**config.mk**
```make
export PLATFORM = sky130hd
export DESIGN_NAME = hazard_forward_ctrl
export DESIGN_NICKNAME = d
export VERILOG_FILES = /design/src/rtl/hazard_forward_ctrl.sv
export SDC_FILE = /design/constraint.sdc
export NUM_CORES = 1
export LEC_CHECK = 0
export BUFFER_PORTS_ARGS = -buffer_cell sky130_fd_sc_hd__buf_2
export CAP_MARGIN = 25
export CORE_MARGIN = 2
export CORE_UTILIZATION = 49
export DETAILED_ROUTE_END_ITERATION = 8
export GPL_ROUTABILITY_DRIVEN = 0
export GPL_TIMING_DRIVEN = 0
export PLACE_DENSITY = 0.75
export SLEW_MARGIN = 0
export SYNTH_ARGS = -nofsm -noshare
export SYNTH_HDL_FRONTEND = slang
export SYNTH_SLANG_ARGS = --single-unit
```
**constraint.sdc**
```tcl
create_clock -name clk -period 4.8 [get_ports clk]
set_input_delay 0.24 -clock clk [delete_from_list [all_inputs] [get_ports clk]]
set_output_delay 0.24 -clock clk [all_outputs]
set_load 0.01 [all_outputs]
```
**src/rtl/hazard_forward_ctrl.sv**
```systemverilog
// Load-use hazard detection and operand-forwarding control for a 5-stage pipeline.
// Shadows the EX/MEM/WB control fields and produces the stall and EX operand-mux selects.
module hazard_forward_ctrl #(
    parameter int REG_ADDR_W = 4,
    parameter int CNT_W      = 16
) (
    input  logic                  clk,
    input  logic                  rst,
    input  logic                  id_valid,
    input  logic [REG_ADDR_W-1:0] id_src1,
    input  logic [REG_ADDR_W-1:0] id_src2,
    input  logic                  id_use_src1,
    input  logic                  id_use_src2,
    input  logic [REG_ADDR_W-1:0] id_dest,
    input  logic                  id_wb_en,
    input  logic                  id_mem_read,
    input  logic                  branch_taken,
    output logic                  stall,
    output logic [1:0]            fwd_sel_a,
    output logic [1:0]            fwd_sel_b,
    output logic                  ex_valid,
    output logic [CNT_W-1:0]      stall_count
);

    typedef struct packed {
        logic                  valid;
        logic [REG_ADDR_W-1:0] dest;
        logic                  wb_en;
        logic                  mem_read;
    } stage_t;

    stage_t ex_reg, mem_reg, wb_reg, ex_next;
    logic [1:0]       fwd_a_reg, fwd_b_reg, fwd_a_next, fwd_b_next;
    logic [CNT_W-1:0] cnt_reg;

    logic [1:0][REG_ADDR_W-1:0] src;
    logic [1:0]                 use_src;
    logic [1:0]                 ld_hit;
    logic [1:0][1:0]            sel_next;
    logic                       load_use;
    logic                       issue;

    assign src     = {id_src2, id_src1};
    assign use_src = {id_use_src2, id_use_src1};

    // EX is checked before MEM so the youngest producer of a register wins.
    genvar gi;
    generate
        for (gi = 0; gi < 2; gi++) begin : g_operand
            logic ex_hit, mem_hit;
            assign ex_hit  = use_src[gi] & (src[gi] != '0) & ex_reg.valid
                           & ex_reg.wb_en & (ex_reg.dest == src[gi]);
            assign mem_hit = use_src[gi] & (src[gi] != '0) & mem_reg.valid
                           & mem_reg.wb_en & (mem_reg.dest == src[gi]);
            assign ld_hit[gi]   = use_src[gi] & (src[gi] == ex_reg.dest);
            assign sel_next[gi] = ex_hit ? 2'd1 : (mem_hit ? 2'd2 : 2'd0);
        end
    endgenerate

    assign load_use = id_valid & ex_reg.valid & ex_reg.mem_read & ex_reg.wb_en
                    & (ex_reg.dest != '0) & (|ld_hit);
    assign stall    = load_use & ~branch_taken;
    assign issue    = id_valid & ~stall & ~branch_taken;

    always_comb begin
        ex_next    = '0;
        fwd_a_next = 2'd0;
        fwd_b_next = 2'd0;
        if (issue) begin
            ex_next.valid    = 1'b1;
            ex_next.dest     = id_dest;
            ex_next.wb_en    = id_wb_en;
            ex_next.mem_read = id_mem_read;
            fwd_a_next       = sel_next[0];
            fwd_b_next       = sel_next[1];
        end
    end

    always_ff @(posedge clk or posedge rst) begin
        if (rst) begin
            ex_reg    <= '0;
            mem_reg   <= '0;
            wb_reg    <= '0;
            fwd_a_reg <= 2'd0;
            fwd_b_reg <= 2'd0;
            cnt_reg   <= '0;
        end else begin
            ex_reg    <= ex_next;
            mem_reg   <= ex_reg;
            wb_reg    <= mem_reg;
            fwd_a_reg <= fwd_a_next;
            fwd_b_reg <= fwd_b_next;
            if (stall && (cnt_reg != '1))
                cnt_reg <= cnt_reg + CNT_W'(1);
        end
    end

    // WB and MEM.mem_read are tracked for completeness; the register file is
    // write-before-read, so nothing forwards from WB.
    logic unused_wb;
    assign unused_wb = &{1'b0, wb_reg, mem_reg.mem_read};

    assign fwd_sel_a   = fwd_a_reg;
    assign fwd_sel_b   = fwd_b_reg;
    assign ex_valid    = ex_reg.valid;
    assign stall_count = cnt_reg;

endmodule

```
Word level (Yosys, flattened, before mapping)
Cells that the tools add are included.

storage, ports and cells
  input port bits = 20
  logic and storage cells = 56
  bits in registers = 33
  output and inout port bits = 22

operators by class
  reductions and logical operators = 5
  equal/unequal tests = 7
  mux-type cells = 7
  $add $sub $neg = 1
  bitwise logic cells = 26

operator list
  operator                 count
  $and A1 B1 Y1            24
  $eq A4 B4 Y1             6
  $add A16 B1 Y16 const B  1
  $ne A16 B16 Y1 const B   1
  $mux W2                  6
  $reduce_bool A4 Y1       3
  $mux W7                  1
  $not A1 Y1               2
  $reduce_or A2 Y1         1
  $logic_and A1 B1 Y1      1

Depth between registers and ports, before layout
Gate-level depths: netlist of the first run.

  depth after elaboration = 10
  gate-level depth with buffers = 7
  gate-level depth less buffers = 6

Worst setup path after synthesis of the first run
OpenSTA, ideal clock, no wires.

  path type = reg-to-reg
  from = reg cnt_reg[0], in the netlist stall_count[0]
  to = reg cnt_reg[1], in the netlist stall_count[1]
  stages on the path, launching flop included = 7
  path buffers = 0
  data required time = 4.675 ns
  setup time = 0.125 ns
  clock period less this slack = 1.866 ns
  setup slack = 2.934 ns
  data arrival time = 1.741 ns
  cell sequence = dfrtp_1 -> ha_1 -> nand3_1 -> nor4_1 -> nand2_1 -> and2_4 -> mux2_4

between the ends
  word-level cells in the longest chain between the ends = 2
  elaborated cells on any way between the ends = 3
  those cells by class = add/sub: 1; eq/ne: 1; reduce/logical: 1

RTL lines
  element                                                                  RTL line  text
  start: declaration                                                       34        logic [CNT_W-1:0] cnt_reg;
  start signal: assignment                                                 94        cnt_reg <= cnt_reg + CNT_W'(1);
  parallel branches: the longest is 2 deep, another holds $add A16 B1 Y16  n/a

Several ways; the timed one is not identified.
A chain may end at the register's enable or synchronous reset.

Final worst setup path of the first run
Ends and elaborated chain as after synthesis.

==> qor.yml, run 1 <==
finalCriticalPeriod_ps: 2060
rr_worst_depth: 6
core_region_area_um2: 3080
cap_viol_max_count: 0
synthesis.nets: 161
timing.setup.tns_ps: 0
worst_setup_path_end_kind: "flip-flop"
cts_setup_buffers: 0
routed_via_density: 5.38
relSlewSlack_pct: 62.9
holdBufCountCts: 1
peakVddDrop_v: 0.000159
report.final.hold_viol_count: 0
tritoncts: "built"
iteration_0_drc_count_of_the_detailed_router: 45
async_reset_ff_share_pct: 100
grt_pass1_wl_mm: 5.62
data_arrival_critical_path_ps: 2290
routed_wl_mm: 3.27
diodes: 0
crit_fanout: 4
slew_at_the_pin_closest_to_its_max_slew_limit_ps: 549
setup.worst_path.start_class: "flip-flop"
grt_overflow_total: 0
grt_antenna_before_repair: 0
worstSkewPairLatency_ps: 340
layout_worst_path_cycle_share_pct: 42.9
grt_util_all_layers_pct: 20.6
largest_register_ff_count: 16
grt.busiest_layer: "met2"
synth_area_per_cell_um2: 11.4
chipHeight_um: 61.1
finClkSkew_ps: 7.40
antenna_left: 0
synth-edff-count: 0
tritoncts.num_buffers: 5
yosysWarnings: 0
num_io_pins: 42
grt_start_max_net_pins: 26
synthFlopType: "dfrtp_1"
achievable-frequency_ghz: 0.486
cts_resized: 0
whs_path_depth: 2
routed-via-count: 1264
initial_utilization_pct: 52.0
synth_sequential_area_ratio_pct: 51.6
dr.pass1.iters: 4
seqCellArea_um2: 826
critical_path_required_ps: 5040
port_buffers: 41
avgRoutedWirePerCell_um: 13.9
run_status: "finished clean"
fin_total_pwr_w: 0.000543
p_leak_nw: 0.984
chip_width_um: 61.1
postSynthRegisterBits: 33
setup_viol: 0
first_global_vias: 1292
synthesis.area_um2: 1600
cts_max_level: 2
hold_class: "in -> reg"
final_nets: 211
startpoint_to_endpoint_class_of_the_critical_path: "reg -> reg"
cellPowerDensity_nw_per_um2: 274
area_of_the_die_um2: 3740
clk_pin_slew_worst_paths_ps: 100
fill_cells: 258
area_growth_syn_to_layout_pct: 23.9
maximum_count_of_clock_buffers_along_a_single_path: 2
cts.sinks: 33
yosys.cell_types.count: 31
timing.final.max_slew_violations: 0
hpwl_mm: 2.45
drcViolationCount: 0
cell_chosen_for_the_clock_root: "clkbuf_4"
grtUsageMet2_pct: 32.4
grt.met3_usage_pct: 6.51
grtUsageMet1_pct: 26.7
std_cell_rows: 20
synthesis.instances: 140
multi_input_area_um2: 734
rsz0062_at_grt: "no"
drive_above_1_share_pct: 31.4
-- power breakdown --
group,total (W),internal (W),switching (W)
registers,0.000287,0.000282,0.00000470
logic,0.0000381,0.0000173,0.0000208
clock network,0.000218,0.000124,0.0000936
-- cell usage in the layout, fill, tap and decap left out, drive strengths merged, types with 2 or more instances in the layout --
master,count
dfrtp,33
xor2,17
nor4,7
buf,45
inv,3
and2,7
and4,2
nor3,5
clkbuf,7
nand4b,2
o41ai,2
xnor2,12
nand3,13
nand2,7
nand4,6
and3,4
nor2,6
-- logic make-up after synthesis --
kind of cell | synth area share [%]
AND/OR/NAND/NOR | 25.0
flip-flops | 51.6
XOR/XNOR | 15.9
buffers and inverters | 2.43
AO/OA/AOI/OAI | 2.66
multiplexers | 1.56
adder cells (fa/ha/maj) | 0.782
-- worst paths after layout --
| kind | from | endpoint | slack [ps] |
|---|---|---|---|
| max in group asynchronous | rst | ex_reg[4]$_DFF_PP0_ | 3910 |
| min in group asynchronous | rst | stall_count[12]$_DFFE_PP0P_ | 420 |
| worst max register to register | stall_count[0]$_DFFE_PP0P_ | stall_count[1]$_DFFE_PP0P_ | 2740 |
| worst min register to register | ex_reg[1]$_DFF_PP0_ | mem_reg[1]$_DFF_PP0_ | 460 |
| worst max-delay path | stall_count[0]$_DFFE_PP0P_ | stall_count[1]$_DFFE_PP0P_ | 2740 |
| worst min-delay path | id_mem_read | ex_reg[0]$_DFF_PP0_ | 110 |
-- synthesized netlist by cell type (4+ instances only) --
cell type | instances | area [µm²]
nand4_1 | 6 | 37.5
and2_1 | 6 | 37.5
and3_1 | 4 | 25.0
dfrtp_1 | 33 | 826
nor3_1 | 5 | 25.0
nor4_2 | 4 | 50.1
xnor2_1 | 12 | 105
nor2_1 | 5 | 18.8
nand2_1 | 7 | 26.3
nand3_1 | 13 | 65.1
xor2_1 | 17 | 149
-- metal layers --
layer	wire length (µm)	vias to the layer above
li1	-	603
met1	1460	607
met2	1570	48
met3	193	6
met4	51	0
met5	0	-
-- per-stage QoR --
stage	hold WS, ps	area (µm²)	setup WS (ps)	cells	utilization, %
2_1_floorplan	369	1600	2930	140	-
3_3_place_gp	431	1860	2780	225	60.4
3_5_place_dp	258	1890	2810	226	61.3
4_1_cts	104	1980	2730	235	64.4
5_1_grt	83.0	1980	2510	235	64.4
6_report	111	1980	2740	235	64.4
-- layout make-up --
type | instances | area share, %
Buffer | 3 | 1.39
Clock buffer | 7 | 2.78
Clock inverter | 1 | 1.52
Inverter | 3 | 0.568
Multi-Input combinational cell | 101 | 37.1
Sequential cell | 33 | 41.7
Tap cell | 44 | 2.78
Timing Repair Buffer | 43 | 12.2
-- worst max-delay path: stages, from the launching register on --
cell and delay, ps:
dfrtp_1 410, ha_1 240, nand3_1 140, nor4_1 480, nand2_1 190, and2_4 200
mux2_4 290
Note: power is estimated with default switching activity, not from simulation.
==> run 2, diff against run 1 <==
--- a/config.mk
+++ b/config.mk
@@ -5,6 +5,7 @@
 export SDC_FILE = /design/constraint.sdc
 export NUM_CORES = 1
 export LEC_CHECK = 0
+export ABC_AREA = 1
 export BUFFER_PORTS_ARGS = -buffer_cell sky130_fd_sc_hd__buf_2
 export CAP_MARGIN = 25
 export CORE_MARGIN = 2
@@ -12,7 +13,7 @@
 export DETAILED_ROUTE_END_ITERATION = 8
 export GPL_ROUTABILITY_DRIVEN = 0
 export GPL_TIMING_DRIVEN = 0
-export PLACE_DENSITY = 0.75
+export PLACE_DENSITY = 0.73
 export SLEW_MARGIN = 0
 export SYNTH_ARGS = -nofsm -noshare
 export SYNTH_HDL_FRONTEND = slang
==> constraint.sdc (replaced) <==
create_clock -name clk -period 1.98 [get_ports clk]
set_input_delay 0.099 -clock clk [delete_from_list [all_inputs] [get_ports clk]]
set_output_delay 0.099 -clock clk [all_outputs]
set_load 0.01 [all_outputs]
==> qor.yml, run 2 <==
clk_pin_slew_worst_paths_ps: 70
final_nets: 338
drcViolationCount: 0
setup.worst_path.start_class: "flip-flop"
relSlewSlack_pct: 63.0
chip_width_um: 67.1
final_cell_mix: "91 x nand2_1, 46 x buf_2, 33 x dfrtp_1"
cap_viol_max_count: 0
achievable-frequency_ghz: 0.549
routed-via-count: 1844
largest_register_ff_count: 16
synth_top_cell_by_area: "dfrtp_1"
path_buf_inv: 1
routed_wl_mm: 4.38
diodes: 0
core_region_area_um2: 3740
finClkSkew_ps: 8.40
tritoncts: "built"
yosys-top-cells-area: "dfrtp_1 42%, nand2_1 18%, nand4_1 8.0%"
cell_chosen_for_the_clock_root: "clkbuf_8"
area_growth_syn_to_layout_pct: 23.1
first_global_vias: 1627
chipHeight_um: 67.1
crit_fanout: 10
report.final.hold_viol_count: 0
grt_antenna_before_repair: 0
timing.final.max_slew_violations: 0
place_area_um2: 2240
regToRegStartpoint: "stall_count[0]$_DFFE_PP0P_"
final_layout_worst_hold_slack_ps: 7.52
grt_start_max_net_pins: 22
std_cell_rows: 22
synth_top_cell_area_share_pct: 42.4
synthFlopType: "dfrtp_1"
cts.sinks: 33
design_area_um2: 2400
postSynthRegisterBits: 33
synth_sequential_area_ratio_pct: 42.4
rr_worst_depth: 9
cell_repeated_most_along_the_worst_path: "nor2_4"
finish.utilization_pct: 64.1
layout_worst_path_cycle_share_pct: 91.9
crit_chain: "ha_2, nand3_2, nor2_4, nand2_2, nor2_4, nand2_4, buf_2, nand4_1, nand2_1"
synthesis.instances: 264
critPathMaxStageDelay_ps: 440
data_arrival_critical_path_ps: 2000
synthesis.nets: 285
cellPowerDensity_nw_per_um2: 605
finalCriticalPeriod_ps: 1820
timing.setup.tns_ps: 0
run_status: "finished clean"
hpwl_mm: 3.24
synthesis.area_um2: 1950
async_reset_ff_share_pct: 100
mostFrequentLayoutCell: "nand2_1"
post_place_setup_slack_ps: 108
num_io_pins: 42
setup_viol: 0
avgRoutedWirePerCell_um: 12.0
area_of_the_die_um2: 4500
critical_path.slowest_cell: "dfrtp_1"
tritoncts.num_buffers: 5
reg_to_reg_slack_setup_ps: 160
grt_overflow_total: 0
synth_area_per_cell_um2: 7.38
port_buffers: 41
hold_class: "in -> reg"
critical_path_required_ps: 2160
dr.pass1.iters: 4
worst_setup_path_end_kind: "flip-flop"
grt_pass1_wl_mm: 7.25
leading_post_synthesis_cells_by_instance_count: "91 x nand2_1, 33 x dfrtp_1, 29 x inv_1, 29 x nor2_1, 25 x nand4_1"
synth-edff-count: 0
grt_util_all_layers_pct: 21.8
cts_max_level: 2
iteration_0_drc_count_of_the_detailed_router: 145
routed_via_density: 5.04
library_cell_with_the_highest_instance_count_after_synthesis: "nand2_1"
critical_path.reg2reg.endpoint: "stall_count[4]$_DFFE_PP0P_"
min_delay_worst_endpoint: "ex_reg[3]$_DFF_PP0_"
rsz0062_at_grt: "no"
fin_ws_ps: 160
maximum_count_of_clock_buffers_along_a_single_path: 2
worstSkewPairLatency_ps: 290
critical-path-top-delay-family: "simple AND/OR/NAND/NOR gates"
whs_path_depth: 3
peakVddDrop_v: 0.000431
startpoint_to_endpoint_class_of_the_critical_path: "reg -> reg"
antenna_left: 0
drive_above_1_share_pct: 22.6
yosys.cell_types.count: 25
slew_at_the_pin_closest_to_its_max_slew_limit_ps: 554
yosysWarnings: 0
initial_utilization_pct: 52.0
p_leak_nw: 1.28
worstHoldStart: "id_dest[1]"
run 2: report_power, final:
group / leakage [nW] / total, W / switching [W] / internal, W
Combinational: 0.773 / 0.000114 / 0.0000657 / 0.0000480
Sequential: 0.453 / 0.000694 / 0.00000991 / 0.000685
Clock: 0.0543 / 0.000643 / 0.000267 / 0.000376
Total: 1.28 / 0.00145 / 0.000342 / 0.00111
run 2: cell type report:
class | count | area [µm²]
Fill cell | 357 | 1350
Tap cell | 48 | 60.1
Inverter | 33 | 124
Sequential cell | 33 | 826
Clock buffer | 5 | 68.8
Clock inverter | 3 | 46.3
Multi-Input combinational cell | 192 | 970
Timing Repair Buffer | 46 | 268
Buffer | 6 | 36.3
run 2: what timing repair did:
item	4_1_cts	5_1_grt
buffers inserted	0	2
hold buffers	2	0
endpoints found under the setup margin	0	15
resized for setup	0	2
hold endpoints to repair	13	0
run 2: worst register-to-register path: stages (launching register included):
cell and delay [ps]:
dfrtp_1 440, ha_2 260, nand3_2 130, nor2_4 190, nand2_2 90, nor2_4 110
nand2_4 100, buf_2 220, nand4_1 120, nand2_1 60
run 2: worst max-delay path by stage:
stage                     depth (start not counted)  slack (ps)                        from                          to
after CTS                                         9          90  stall_count[0]$_DFFE_PP0P_  stall_count[4]$_DFFE_PP0P_
final                                             9         160  stall_count[0]$_DFFE_PP0P_  stall_count[4]$_DFFE_PP0P_
after floorplan                                   9         290  stall_count[0]$_DFFE_PP0P_  stall_count[2]$_DFFE_PP0P_
after detailed placement                          9         110  stall_count[0]$_DFFE_PP0P_  stall_count[3]$_DFFE_PP0P_
after global placement                            9         120  stall_count[0]$_DFFE_PP0P_  stall_count[2]$_DFFE_PP0P_
after global routing                              9           7         ex_reg[3]$_DFF_PP0_                       stall
run 2: kinds of logic (layout without fill, tap and decap cells):
| group | count (synthesis) | after routing | share of synthesized area [%] |
|---|---|---|---|
| DFF | 33 | 33 | 42.4 |
| AOI/OAI and AO/OA | 6 | 6 | 2.50 |
| buffers and inverters | 39 | 93 | 8.22 |
| xor gates and xnor gates | 13 | 13 | 5.84 |
| adders and majority gates | 1 | 1 | 0.642 |
| and+or+nand+nor | 172 | 172 | 40.4 |
run 2: per-stage QoR:
step / std cells / total power (W)
floorplan: 264 / 0.000770
detailed placement: 354 / 0.000818
finish: 366 / 0.00145
CTS: 364 / 0.00146
global placement: 353 / 0.000810
global route: 366 / 0.00151
run 2: layer usage:
layer  vias up  share of wire [%]  GRT usage [%]
met5         -                  0              0
met4         0                1.6           8.42
met3         7                5.6           4.05
met2        63                 44           31.7
met1       828                 49           31.9
li1        946                  -              -
==> run 3, diff against run 2 <==
--- a/config.mk
+++ b/config.mk
@@ -9,11 +9,11 @@
 export BUFFER_PORTS_ARGS = -buffer_cell sky130_fd_sc_hd__buf_2
 export CAP_MARGIN = 25
 export CORE_MARGIN = 2
-export CORE_UTILIZATION = 49
+export CORE_UTILIZATION = 54
 export DETAILED_ROUTE_END_ITERATION = 8
 export GPL_ROUTABILITY_DRIVEN = 0
 export GPL_TIMING_DRIVEN = 0
-export PLACE_DENSITY = 0.73
+export PLACE_DENSITY = 0.79
 export SLEW_MARGIN = 0
 export SYNTH_ARGS = -nofsm -noshare
 export SYNTH_HDL_FRONTEND = slang
==> qor.yml, run 3 (same netlist as run 2, synthesis figures left out) <==
run_status: "finished clean"
cts.sinks: 33
startpoint_to_endpoint_class_of_the_critical_path: "reg -> reg"
critical_path.reg2reg.endpoint: "stall_count[3]$_DFFE_PP0P_"
core_region_area_um2: 3390
final_cell_mix: "91 x nand2_1, 46 x buf_2, 32 x dfrtp_1"
grt_overflow_total: 0
initial_utilization_pct: 57.5
report.final.hold_viol_count: 0
diodes: 0
critical_path.slowest_cell: "dfrtp_1"
setup.worst_path.start_class: "flip-flop"
final_layout_worst_hold_slack_ps: 46.0
cellPowerDensity_nw_per_um2: 548
timing.setup.tns_ps: 0
drive_above_1_share_pct: 22.8
hold_class: "in -> reg"
multi_input_area_um2: 970
critical-path-top-delay-family: "simple AND/OR/NAND/NOR gates"
grt_util_all_layers_pct: 24.5
crit_fanout: 10
largest_register_ff_count: 16
std_cell_rows: 21
maximum_count_of_clock_buffers_along_a_single_path: 2
num_io_pins: 42
achievable-frequency_ghz: 0.546
slew_at_the_pin_closest_to_its_max_slew_limit_ps: 477
area_growth_syn_to_layout_pct: 24.4
post_route_non_filler_standard_cell_count: 370
regToRegStartpoint: "stall_count[1]$_DFFE_PP0P_"
worstHoldStart: "branch_taken"
place_area_um2: 2240
critical_path_required_ps: 2210
critPathMaxStageDelay_ps: 430
antenna_left: 0
finish.utilization_pct: 71.5
area_of_the_die_um2: 4100
cts_max_level: 2
cell_repeated_most_along_the_worst_path: "nor2_4"
avgRoutedWirePerCell_um: 12.1
routed_wl_mm: 4.46
port_buffers: 41
crit_path_start: "stall_count[1]$_DFFE_PP0P_"
worstSkewPairLatency_ps: 330
finClkSkew_ps: 14.5
first_global_vias: 1714
routed_via_density: 5.01
tritoncts.num_buffers: 5
design_area_um2: 2420
setup_viol: 0
seqCellArea_um2: 827
relSlewSlack_pct: 68.2
final_nets: 344
mostFrequentLayoutCell: "nand2_1"
worst_setup_path_end_kind: "flip-flop"
chip_width_um: 64.1
clk_pin_slew_worst_paths_ps: 110
critical_path_cell_count: 9
crit_chain: "ha_2, nand3_2, nor2_4, nand2_2, nor2_4, nand2_4, buf_2, nand4_1, nand2_1"
grt_antenna_before_repair: 0
p_leak_nw: 1.29
routed-via-count: 1853
grt_start_max_net_pins: 25
hpwl_mm: 3.27
finalCriticalPeriod_ps: 1830
grt_pass1_wl_mm: 7.84
tritoncts: "built"
timing.final.max_slew_violations: 0
drcViolationCount: 0
reg_to_reg_slack_setup_ps: 150
dp.cells: 352
cap_viol_max_count: 0
chipHeight_um: 64.1
path_buf_inv: 1
rr_worst_depth: 9
fill_cells: 287
cp-endpoint: "stall_count[3]$_DFFE_PP0P_"
dr.pass1.iters: 4
iteration_0_drc_count_of_the_detailed_router: 129
cell_chosen_for_the_clock_root: "clkbuf_4"
data_arrival_critical_path_ps: 2070
peakVddDrop_v: 0.000625
rsz0062_at_grt: "no"
layout_worst_path_cycle_share_pct: 92.6
-- run 3: cell count changes in the layout (fill, tap and decap cells not counted) --
cell and delta:
dfrtp_1 -1, clkbuf_8 -5, buf_4 +1, clkbuf_4 +5
dlygate4sd3_1 +5, dfrtp_2 +1
-- run 3: metrics by stage --
stage                     worst slack (ps)  total power (W)
after floorplan                        287         0.000770
after global placement                 131         0.000809
after detailed placement              79.5         0.000819
after CTS                             47.7          0.00133
after global routing                  8.96          0.00139
final                                  147          0.00133
-- run 3: what timing repair did --
| item | in CTS | in global routing |
|---|---|---|
| hold buffers | 7 | 0 |
| resized for setup | 0 | 3 |
| buffers inserted | 0 | 3 |
| endpoints found under the setup margin | 0 | 15 |
| hold endpoints to repair | 15 | 0 |
-- run 3: cell type report --
type | instances | area share (%)
buffer | 6 | 1.50
clock buffer | 5 | 1.55
clock inverter | 3 | 1.91
inverter | 33 | 5.11
multi-input combinational | 192 | 40.0
sequential | 33 | 34.1
tap | 46 | 2.37
timing repair buffer | 52 | 13.4
-- run 3: layer usage --
metal / up-vias / wire, µm / GRT usage (%)
met5: - / 0 / 0
met4: 0 / 39 / 7.88
met3: 4 / 261 / 5.63
met2: 55 / 1970 / 36.7
met1: 837 / 2190 / 35.0
li1: 957 / - / -
-- run 3: how the worst min path moves through the flow --
stage	end	slack, ps	cells after the start
6_report	fwd_sel_b[1]$_DFF_PP0_	50	4
3_5_place_dp	stall_count[2]$_DFFE_PP0P_	130	2
5_1_grt	fwd_sel_b[1]$_DFF_PP0_	60	4
4_1_cts	fwd_sel_b[1]$_DFF_PP0_	40	4
3_3_place_gp	ex_reg[5]$_DFF_PP0_	310	3
2_1_floorplan	ex_reg[0]$_DFF_PP0_	210	2
-- run 3: tightest hold or removal path, stage by stage --
cell and delay [ps]:
buf_2 70, nor2_1 50, nand2_1 70, nor2_1 40
-- run 3: report_power, final --
| group | leakage, nW | switching (W) | internal [W] | total, W |
|---|---|---|---|---|
| Combinational | 0.800 | 0.0000675 | 0.0000544 | 0.000122 |
| Clock | 0.0414 | 0.000245 | 0.000267 | 0.000513 |
| Sequential | 0.452 | 0.00000995 | 0.000684 | 0.000694 |
